--- src/rtl/mux4_arb_pkg.sv ---
// mux4_arb_pkg: shared types and the round-robin pick function for mux4_rr_arbiter.
// Contents: NUM_REQ and IDX_W, the state_t enum {IDLE, GRANT}, the pick_t result struct,
// and rr_pick(req, ptr), which returns the first asserted request searching upward
// from ptr+1 (mod NUM_REQ).
package mux4_arb_pkg;

    localparam int unsigned NUM_REQ = 4;
    localparam int unsigned IDX_W   = 2;

    typedef enum logic {
        IDLE  = 1'b0,
        GRANT = 1'b1
    } state_t;

    typedef struct packed {
        logic             found;
        logic [IDX_W-1:0] idx;
    } pick_t;

    // The candidate index wraps modulo NUM_REQ, so the last candidate checked is ptr itself.
    function automatic pick_t rr_pick(input logic [NUM_REQ-1:0] req,
                                      input logic [IDX_W-1:0]   ptr);
        pick_t            p;
        logic [IDX_W-1:0] cand;
        p = '0;
        for (int unsigned i = 1; i <= NUM_REQ; i++) begin
            cand = ptr + IDX_W'(i);
            if (!p.found && req[cand]) begin
                p.found = 1'b1;
                p.idx   = cand;
            end
        end
        return p;
    endfunction

endpackage

--- src/rtl/mux4_rr_arbiter_if.sv ---
// mux4_rr_arbiter_if: requester-side bus of the shared 4:1 mux lane.
// Signals:
//   REQ[3:0]      request, one bit per requester (level-sensitive)
//   A0..A3[W-1:0] requester data
//   LOCK[3:0]     quantum override per requester; present only with MUX4_ARB_LOCK_EN
//   GNT[3:0]      registered one-hot grant
//   SL0, SL1      registered lane select
//   Z[W-1:0]      registered true-polarity data from the granted requester
//   ZV            Z valid
// Modports: slave is the arbiter side; master is the requester side.
interface mux4_rr_arbiter_if
    import mux4_arb_pkg::*;
#(
    parameter int unsigned W = 8
);
    logic [NUM_REQ-1:0] REQ;
    logic [W-1:0]       A0;
    logic [W-1:0]       A1;
    logic [W-1:0]       A2;
    logic [W-1:0]       A3;
`ifdef MUX4_ARB_LOCK_EN
    logic [NUM_REQ-1:0] LOCK;
`endif
    logic [NUM_REQ-1:0] GNT;
    logic               SL0;
    logic               SL1;
    logic [W-1:0]       Z;
    logic               ZV;

`ifdef MUX4_ARB_LOCK_EN
    modport slave  (input  REQ, A0, A1, A2, A3, LOCK, output GNT, SL0, SL1, Z, ZV);
    modport master (output REQ, A0, A1, A2, A3, LOCK, input  GNT, SL0, SL1, Z, ZV);
`else
    modport slave  (input  REQ, A0, A1, A2, A3, output GNT, SL0, SL1, Z, ZV);
    modport master (output REQ, A0, A1, A2, A3, input  GNT, SL0, SL1, Z, ZV);
`endif

endinterface

--- src/rtl/HDMUXB4D2.sv ---
// HDMUXB4D2: behavioral model of the inverting 4:1 mux library cell.
// Ports: A0..A3 data in; SL0, SL1 select in ({SL1,SL0} is the index); Z = ~A[{SL1,SL0}] out.
module HDMUXB4D2 (
    input  logic A0,
    input  logic A1,
    input  logic A2,
    input  logic A3,
    input  logic SL0,
    input  logic SL1,
    output logic Z
);
    always_comb begin
        Z = 1'b1;
        case ({SL1, SL0})
            2'd0: Z = ~A0;
            2'd1: Z = ~A1;
            2'd2: Z = ~A2;
            2'd3: Z = ~A3;
            default: Z = 1'b1;
        endcase
    end
endmodule

--- src/rtl/mux4_inv_lane.sv ---
// mux4_inv_lane: W-bit inverting 4:1 mux lane built from HDMUXB4D2 cells that share one select pair.
// Ports: a0..a3[W-1:0] data in; sl0, sl1 select in; zn_c[W-1:0] = ~a[{sl1,sl0}] (combinational).
module mux4_inv_lane #(
    parameter int unsigned W = 8
) (
    input  logic [W-1:0] a0,
    input  logic [W-1:0] a1,
    input  logic [W-1:0] a2,
    input  logic [W-1:0] a3,
    input  logic         sl0,
    input  logic         sl1,
    output logic [W-1:0] zn_c
);
    for (genvar i = 0; i < int'(W); i++) begin : g_bit
        HDMUXB4D2 u_cell (
            .A0  (a0[i]),
            .A1  (a1[i]),
            .A2  (a2[i]),
            .A3  (a3[i]),
            .SL0 (sl0),
            .SL1 (sl1),
            .Z   (zn_c[i])
        );
    end
endmodule

--- src/rtl/mux4_rr_arbiter.sv ---
// mux4_rr_arbiter: round-robin arbiter that shares one inverting 4:1 mux lane among four
// requesters. A per-grant quantum stops any requester holding the lane indefinitely while
// others wait. The lane output is re-inverted and registered as Z with the valid strobe ZV.
// Ports: CK clock; RN asynchronous active-low reset; bus (mux4_rr_arbiter_if.slave) carries
//        REQ, A0..A3, [LOCK], GNT, SL0, SL1, Z, ZV.
// Parameters: W data width; QUANTUM is the most consecutive grant cycles allowed while
//             another request is pending (must be >= 1).
// Option: MUX4_ARB_LOCK_EN adds LOCK. While LOCK[g] is high for the current grantee g, the
//         quantum cannot expire.
module mux4_rr_arbiter
    import mux4_arb_pkg::*;
#(
    parameter int unsigned W       = 8,
    parameter int unsigned QUANTUM = 4
) (
    input  logic              CK,
    input  logic              RN,
    mux4_rr_arbiter_if.slave  bus
);
    localparam int unsigned CNT_W = $clog2(QUANTUM + 1);
    localparam logic [CNT_W-1:0] CNT_LAST = CNT_W'(QUANTUM - 1);

    state_t             state_q;
    logic [IDX_W-1:0]   ptr_q;
    logic [IDX_W-1:0]   sel_q;
    logic [CNT_W-1:0]   cnt_q;
    logic [NUM_REQ-1:0] gnt_q;
    logic [W-1:0]       z_q;
    logic               zv_q;

    logic [W-1:0]       lane_zn_c;
    logic [NUM_REQ-1:0] others_c;
    logic               cnt_at_last_c;
    logic               hold_c;
    logic               expire_c;
    logic               release_c;
    pick_t              idle_pick_c;
    pick_t              next_pick_c;

    // Shared inverting lane, steered only by the registered select.
    mux4_inv_lane #(.W(W)) u_lane (
        .a0   (bus.A0),
        .a1   (bus.A1),
        .a2   (bus.A2),
        .a3   (bus.A3),
        .sl0  (sel_q[0]),
        .sl1  (sel_q[1]),
        .zn_c (lane_zn_c)
    );

    // Release decision. While in GRANT, sel_q always holds the grantee index.
    always_comb begin
        others_c      = bus.REQ & ~(NUM_REQ'(1) << sel_q);
        cnt_at_last_c = (cnt_q == CNT_LAST);
`ifdef MUX4_ARB_LOCK_EN
        hold_c        = bus.LOCK[sel_q];
`else
        hold_c        = 1'b0;
`endif
        expire_c      = cnt_at_last_c && (|others_c) && !hold_c;
        release_c     = !bus.REQ[sel_q] || expire_c;
        idle_pick_c   = rr_pick(bus.REQ, ptr_q);
        // On either kind of release, the grantee is excluded from the next pick.
        next_pick_c   = rr_pick(others_c, sel_q);
    end

    // Grant FSM and output data register.
    always_ff @(posedge CK or negedge RN) begin
        if (!RN) begin
            state_q <= IDLE;
            ptr_q   <= IDX_W'(NUM_REQ - 1);
            sel_q   <= '0;
            cnt_q   <= '0;
            gnt_q   <= '0;
            z_q     <= '0;
            zv_q    <= 1'b0;
        end else begin
            zv_q <= (state_q == GRANT);
            if (state_q == GRANT) begin
                z_q <= ~lane_zn_c;
            end
            case (state_q)
                IDLE: begin
                    if (idle_pick_c.found) begin
                        state_q <= GRANT;
                        sel_q   <= idle_pick_c.idx;
                        gnt_q   <= NUM_REQ'(1) << idle_pick_c.idx;
                        cnt_q   <= '0;
                    end else begin
                        gnt_q   <= '0;
                    end
                end
                GRANT: begin
                    if (release_c) begin
                        ptr_q <= sel_q;
                        if (next_pick_c.found) begin
                            sel_q <= next_pick_c.idx;
                            gnt_q <= NUM_REQ'(1) << next_pick_c.idx;
                            cnt_q <= '0;
                        end else begin
                            state_q <= IDLE;
                            gnt_q   <= '0;
                        end
                    end else if (!cnt_at_last_c) begin
                        cnt_q <= cnt_q + CNT_W'(1);
                    end
                end
                default: state_q <= IDLE;
            endcase
        end
    end

    assign bus.GNT = gnt_q;
    assign bus.SL0 = sel_q[0];
    assign bus.SL1 = sel_q[1];
    assign bus.Z   = z_q;
    assign bus.ZV  = zv_q;

endmodule

--- src/flat_wrapper.sv ---
// flat-port wrapper written by rule: the top's interface ports become plain ports
module mux4_rr_arbiter_flat import mux4_arb_pkg::*;
#(
    parameter int unsigned W       = 8,
    parameter int unsigned QUANTUM = 4
)
  (CK, RN, bus_REQ, bus_A0, bus_A1, bus_A2, bus_A3, bus_GNT, bus_SL0, bus_SL1, bus_Z, bus_ZV);
  mux4_rr_arbiter_if #(.W(W)) bus_i ();
  input  logic CK;
  input  logic RN;
  input wire logic [$bits(bus_i.REQ)-1:0] bus_REQ;
  input wire logic [$bits(bus_i.A0)-1:0] bus_A0;
  input wire logic [$bits(bus_i.A1)-1:0] bus_A1;
  input wire logic [$bits(bus_i.A2)-1:0] bus_A2;
  input wire logic [$bits(bus_i.A3)-1:0] bus_A3;
  output wire logic [$bits(bus_i.GNT)-1:0] bus_GNT;
  output wire logic [$bits(bus_i.SL0)-1:0] bus_SL0;
  output wire logic [$bits(bus_i.SL1)-1:0] bus_SL1;
  output wire logic [$bits(bus_i.Z)-1:0] bus_Z;
  output wire logic [$bits(bus_i.ZV)-1:0] bus_ZV;
  assign bus_i.REQ = bus_REQ;
  assign bus_i.A0 = bus_A0;
  assign bus_i.A1 = bus_A1;
  assign bus_i.A2 = bus_A2;
  assign bus_i.A3 = bus_A3;
  assign bus_GNT = bus_i.GNT;
  assign bus_SL0 = bus_i.SL0;
  assign bus_SL1 = bus_i.SL1;
  assign bus_Z = bus_i.Z;
  assign bus_ZV = bus_i.ZV;
  mux4_rr_arbiter #(.W(W), .QUANTUM(QUANTUM)) u_core (.CK(CK), .RN(RN), .bus(bus_i));
endmodule
--- config.mk ---
export PLATFORM = sky130hd
export DESIGN_NAME = mux4_rr_arbiter_flat
export DESIGN_NICKNAME = d
export VERILOG_FILES = /design/src/rtl/mux4_arb_pkg.sv /design/src/rtl/mux4_rr_arbiter_if.sv /design/src/rtl/HDMUXB4D2.sv /design/src/rtl/mux4_inv_lane.sv /design/src/rtl/mux4_rr_arbiter.sv /design/src/flat_wrapper.sv
export SDC_FILE = /design/constraint.sdc
export NUM_CORES = 1
export LEC_CHECK = 0
export CAP_MARGIN = 25
export CORE_UTILIZATION = 45
export DETAILED_ROUTE_END_ITERATION = 7
export PLACE_DENSITY_LB_ADDON = 0.25
export SYNTH_ARGS = -nofsm -noshare
export SYNTH_HDL_FRONTEND = slang
export SYNTH_HIERARCHICAL = 1
export SYNTH_SLANG_ARGS = --single-unit
export TNS_END_PERCENT = 10
--- constraint.sdc ---
create_clock -name CK -period 2.8 [get_ports CK]
set_input_delay 0.56 -clock CK [delete_from_list [all_inputs] [get_ports CK]]
set_output_delay 0.56 -clock CK [all_outputs]
set_load 0.03 [all_outputs]
# Word-level counts from Yosys, hierarchy flattened
# Index checks and enable logic that the tools add are counted.
# W data, S select, Z words.
# op_classes
n_addsub	7
magnitude_cmp	8
n_eq_ne	9
shift	3
mux	51
bitwise_logic	36
n_reduce_logical	20
# ops
operator	count
$mux W3	12
$not A1 Y1	33
$pmux W1 S4	8
$lt A2 B3 Y1 const B	8
$bmux W1 S2	9
$mux W1	12
$mux W4	3
$shl A1 B2 Y4 const A	3
$add A2 B2 Y2 const B	4
$not A8 Y8	1
$pmux W4 S2	1
$logic_and A1 B1 Y1	7
$logic_not A1 Y1	7
$mux W2	3
$ne A3 B3 Y1 const B	2
$pmux W3 S2	1
$reduce_and A3 Y1	2
$add A2 B1 Y2 const B	2
$and A4 B4 Y4	1
$eq A2 B2 Y1 const B	2
$ne A2 B2 Y1 const B	2
$not A4 Y4	1
$pmux W2 S2	1
$reduce_or A4 Y1	1
8 further kinds	8
# word_totals
reg_bits	21
input_bits	38
out_inout_bits	15

# Longest topological paths before layout
# depth
ltp_word	19
depth_mapped	8
mapped_depth_nobuf	7

# Hierarchy
# The synthesis kept the hierarchy.
# by_module_without_submodules
module	n_inst	cells_per_inst	area_per_inst_um2	seq_area_each_um2
mux4_rr_arbiter	1	132	1255.0	528.0
HDMUXB4D2	8	2	26.3	0.0

# Worst setup path after synthesis
# OpenSTA, ideal clock, no wires.
# synth_path
path_type	register to register
from	reg u_core.sel_q[1]
to	reg u_core.gnt_q[2] (netlist: u_core/bus.GNT[2])
setup_time_ns	0.126
arrival_time_ns	2.584
required_time_ns	2.674
path_slack_ns	0.090
path_stages_with_launch	7
n_path_buf	0
cell_sequence	dfrtp_1 > inv_1 > ha_1 > mux2i_1 > a2111oi_2 > o22ai_1 > a221o_1
# synth_between
elab_chain_cells	19
word_cells_on_any_way	35
cone_classes	3 x add/sub; 1 x eq/ne; 2 x shift; 17 x mux; 2 x bitwise; 10 x reduce/logical
# synth_rtl
item	line_no	source
start: declaration	mux4_rr_arbiter.sv:25	logic [IDX_W-1:0] sel_q;
start signal: assignment	mux4_rr_arbiter.sv:86	sel_q <= idle_pick_c.idx;
start signal: assignment	mux4_rr_arbiter.sv:97	sel_q <= next_pick_c.idx;
branches (longest 19 deep; another with $add A2 B1 Y2)	--	
end signal: assignment	mux4_rr_arbiter.sv:87	gnt_q <= NUM_REQ'(1) << idle_pick_c.idx;
end signal: assignment	mux4_rr_arbiter.sv:98	gnt_q <= NUM_REQ'(1) << next_pick_c.idx;
end: declaration	mux4_rr_arbiter.sv:27	logic [NUM_REQ-1:0] gnt_q;
# Several ways; the timed one is not identified. The select of a mux whose other input is x is not followed.
# A chain may end at the register's enable or synchronous reset.

# Worst setup path after layout
# layout_path
from	reg u_core.sel_q[1]
to	reg u_core.gnt_q[0] (netlist: u_core/bus.GNT[0])
# Same word-level chain as after synthesis.

==> metrics.md <==
| Metric | Value |
|---|---|
| Port Buffer Count | `52` |
| First-pass GRT wire length | `about 6000 µm` |
| CP Max Fanout | `10` |
| Final wirelength | `roughly 3700 µm` |
| R2r endpoint | `u_core/bus.GNT[0]` |
| FP Rows | `20` |
| Max-Cap Viols | `0` |
| Post-Synthesis Cell Area | `approximately 1500 µm²` |
| Crit. End Element | `flop` |
| Final min period | `roughly 2.4 ns` |
| Post-route antenna net violation count | `0` |
| Clk_lat worst skew | `~0.30 ns` |
| Slew Viols, Final | `0` |
| TritonCTS buffer count | `3` |
| Worst-path clk slew | `about 0.12 ns` |
| Fin Setup TNS | `0 ns` |
| Slowest stage cell, crit path | `dfrtp_1` |
| Pwr per Cell Area | `1030 nW/µm²` |
| Critical path startpoint | `u_core/sel_q[1]` |
| Sequential cell area fraction in the yosys report | `0.360` |
| Dpl ws | `0.266 ns` |
| Crit path largest cell delay | `around 0.50 ns` |
| Vias in the first global route | `between 1000 and 1500` |
| Synth Instances | `~150` |
| Syn avg cell area | `roughly 10 µm²` |
| Layout cells sized above 1 | `0.113` |
| Worst vdd ir | `roughly 0.00074 V` |
| Leakage power | `0.866 nW` |
| Synthesized Nets | `between 150 and 200` |
| Reg-to-Reg Start | `u_core/sel_q[1]` |
| Worst min path class | `flop to flop` |
| Fin crit share | `0.867` |
| Largest net degree at the start of global routing | `22` |
| Wire length per cell | `roughly 15 µm` |
| RSZ-0062 raised after global routing | `false` |
| CP Cell Sequence | `inv_1 > ha_1 > nand2b_1 > and4_4 > o211a_1 > a211oi_2 > a221o_1` |
| Post-synth cell types | `40` |
| DIE HEIGHT | `59.1 µm` |
| Least-Margin Pin Slew | `~0.67 ns` |
| Commonest cells post-synth | `dfrtp_1 (19), inv_1 (16), o21ai_0 (16)` |
| Yosys top cell by area | `dfrtp_1` |
| Fill count | `260` |
| CTS tree | `built` |
| Total power draw | `0.00214 W` |
| Final WS setup | `around 0.37 ns` |
| Slew headroom | `0.554` |
| Reg2reg path depth | `7` |
| Grt ovf | `0` |
| Post-synthesis register bit count | `21` |
| Hold-fix buffers at CTS | `0` |
| Final Hold Viols | `0` |
| DP HPWL | `around 2800 µm` |
| Post-cts resize count | `0` |
| Final net count | `249` |
| Final Setup Violations | `0` |
| Reg-to-reg slack, setup | `between 0.3 and 0.4 ns` |
| 1st-pass router iterations | `4` |
| Setup Skew | `around 0.012 ns` |
| FMAX | `0.412 GHz` |
| Number of setup buffers added after CTS | `0` |
| Clk sinks | `21` |
| Initial DRC Count | `between 60 and 70` |
| Die width | `just under 60 µm` |
| Crit Path Category | `flop to flop` |
| Antenna diodes | `0` |
| Placed cells | `around 240` |
| Most frequent cell after synthesis | `dfrtp_1` |
| Area growth, synth to finish | `41.6%` |
| # IOs | `between 50 and 60` |
| Initial antenna violation count | `0` |
| DIE AREA | `3490 µm²` |
| Share of async-settable or async-resettable flops after synthesis | `1.00` |
| Gr usage total | `0.227` |
| Register Area | `about 530 µm²` |
| Outcome | `finished, final reports clean` |
| Predominant post-synthesis flop cell | `dfrtp_1` |
| Final Wtd Congestion | `0.858` |
| Clock Path Buffers | `2` |
| CP arrival | `2.61 ns` |
| Avg Vias per Cell | `about 5.4` |
| Post-synth EDFFs | `0` |
| Clk root buf | `clkbuf_4` |
| Multi-input gate area | `between 800 and 900 µm²` |
| YS warnings | `6` |
| Cells taking the most area after synthesis | `dfrtp_1 (32%), mux4_2 (14%), o21ai_0 (5.5%), ha_1 (5.1%), inv_1 (4.1%)` |
| Top cell type's share of synthesized area | `0.325` |
| Final std cells w/o fill | `around 250` |
| Worst EP required | `~3.0 ns` |
| Initial Util | `0.476` |
| Via count | `approximately 1300` |
| Crit path capture | `u_core/bus.GNT[0]` |
| Final hold slack | `0.498 ns` |
| DRC | `0` |
| Clock H-tree levels | `1` |
| Startpoint Class | `flop` |
| Core Area | `around 3100 µm²` |
## through the flow
stage / cell area, µm² / util
4_1_cts: 2070 / 0.674
5_1_grt: 2070 / 0.674
3_5_place_dp: 2050 / 0.665
6_report: 2070 / 0.674
2_1_floorplan: 1470 / -
3_3_place_gp: 2050 / 0.665
## kinds of logic after synthesis
logic type / Yosys count / share of synthesized area
buffers and inverters: 20 / 0.0564
adder cells (fa/ha/maj): 6 / 0.0512
flip-flops: 21 / 0.360
AO/OA/AOI/OAI: 42 / 0.200
AND/OR/NAND/NOR: 47 / 0.173
multiplexers: 12 / 0.159
## critical path, delay by kind of cell, from the launching register on
family | cells | cell delay, ns
AO/OA/AOI/OAI | 3 | 0.79
adder cells (fa/ha/maj) | 1 | 0.21
buffers and inverters | 1 | 0.24
flip-flops | 1 | 0.50
AND/OR/NAND/NOR | 2 | 0.56
## how the worst min path moves through the flow
stage               startpoint                 to  slack, ns  cells after the start
2_1_floorplan               RN  u_core/bus.GNT[0]       0.26                      0
3_3_place_gp   u_core/cnt_q[0]    u_core/cnt_q[0]       0.47                      1
3_5_place_dp   u_core/bus.Z[2]    u_core/bus.Z[2]       0.48                      2
4_1_cts        u_core/cnt_q[0]    u_core/cnt_q[0]       0.50                      1
5_1_grt        u_core/bus.Z[4]    u_core/bus.Z[4]       0.52                      2
6_report       u_core/bus.Z[2]    u_core/bus.Z[2]       0.50                      2
## registers in the layout (all words and copies together) (netlist names)
register	count
u_core/sel_q	2
u_core/bus.ZV	1
u_core/bus.Z	8
u_core/bus.GNT	4
u_core/cnt_q	3
u_core/state_q	1
u_core/ptr_q	2
## layout by cell type, fill, tap and decap left out, types with 2 or more instances in the layout
cell             instances
o21ai_0                 16
nand3_1                  2
o221ai_1                 2
mux4_2                   9
nor2_1                  11
a221o_1                  3
nand2b_1                 8
ha_1                     6
nor2b_1                  2
a31oi_1                  3
a21oi_1                  2
clkbuf_4                 3
inv_1                   16
mux2i_1                  3
o22ai_1                  2
nand2_1                 13
dfstp_2                  2
or4_1                    2
o22a_1                   2
buf_4                    4
dfrtp_1                 19
clkdlybuf4s50_1         52
a22oi_1                  3
## metal layers
| metal | global-route usage | up-vias | share of wire |
|---|---|---|---|
| met5 | 0 | - | 0 |
| met1 | 0.261 | 629 | 0.41 |
| met4 | 0.0544 | 0 | 0.012 |
| met3 | 0.0459 | 4 | 0.064 |
| li1 | - | 657 | - |
| met2 | 0.429 | 54 | 0.52 |
## cell type report
| cell class | instances | share of cell area |
|---|---|---|
| sequential | 21 | 0.255 |
| tap | 44 | 0.0265 |
| multi-input combinational | 107 | 0.412 |
| clock buffer | 4 | 0.0127 |
| timing repair buffer | 56 | 0.265 |
| inverter | 16 | 0.0290 |
## where the power goes
| part | switching [W] | internal, W | total (W) |
|---|---|---|---|
| sequential | 0.000104 | 0.000450 | 0.000554 |
| clock | 0.0000874 | 0.0000554 | 0.000143 |
| combinational | 0.000786 | 0.000660 | 0.00145 |
| total | 0.000977 | 0.00116 | 0.00214 |
(Power assumes the default switching activity.)
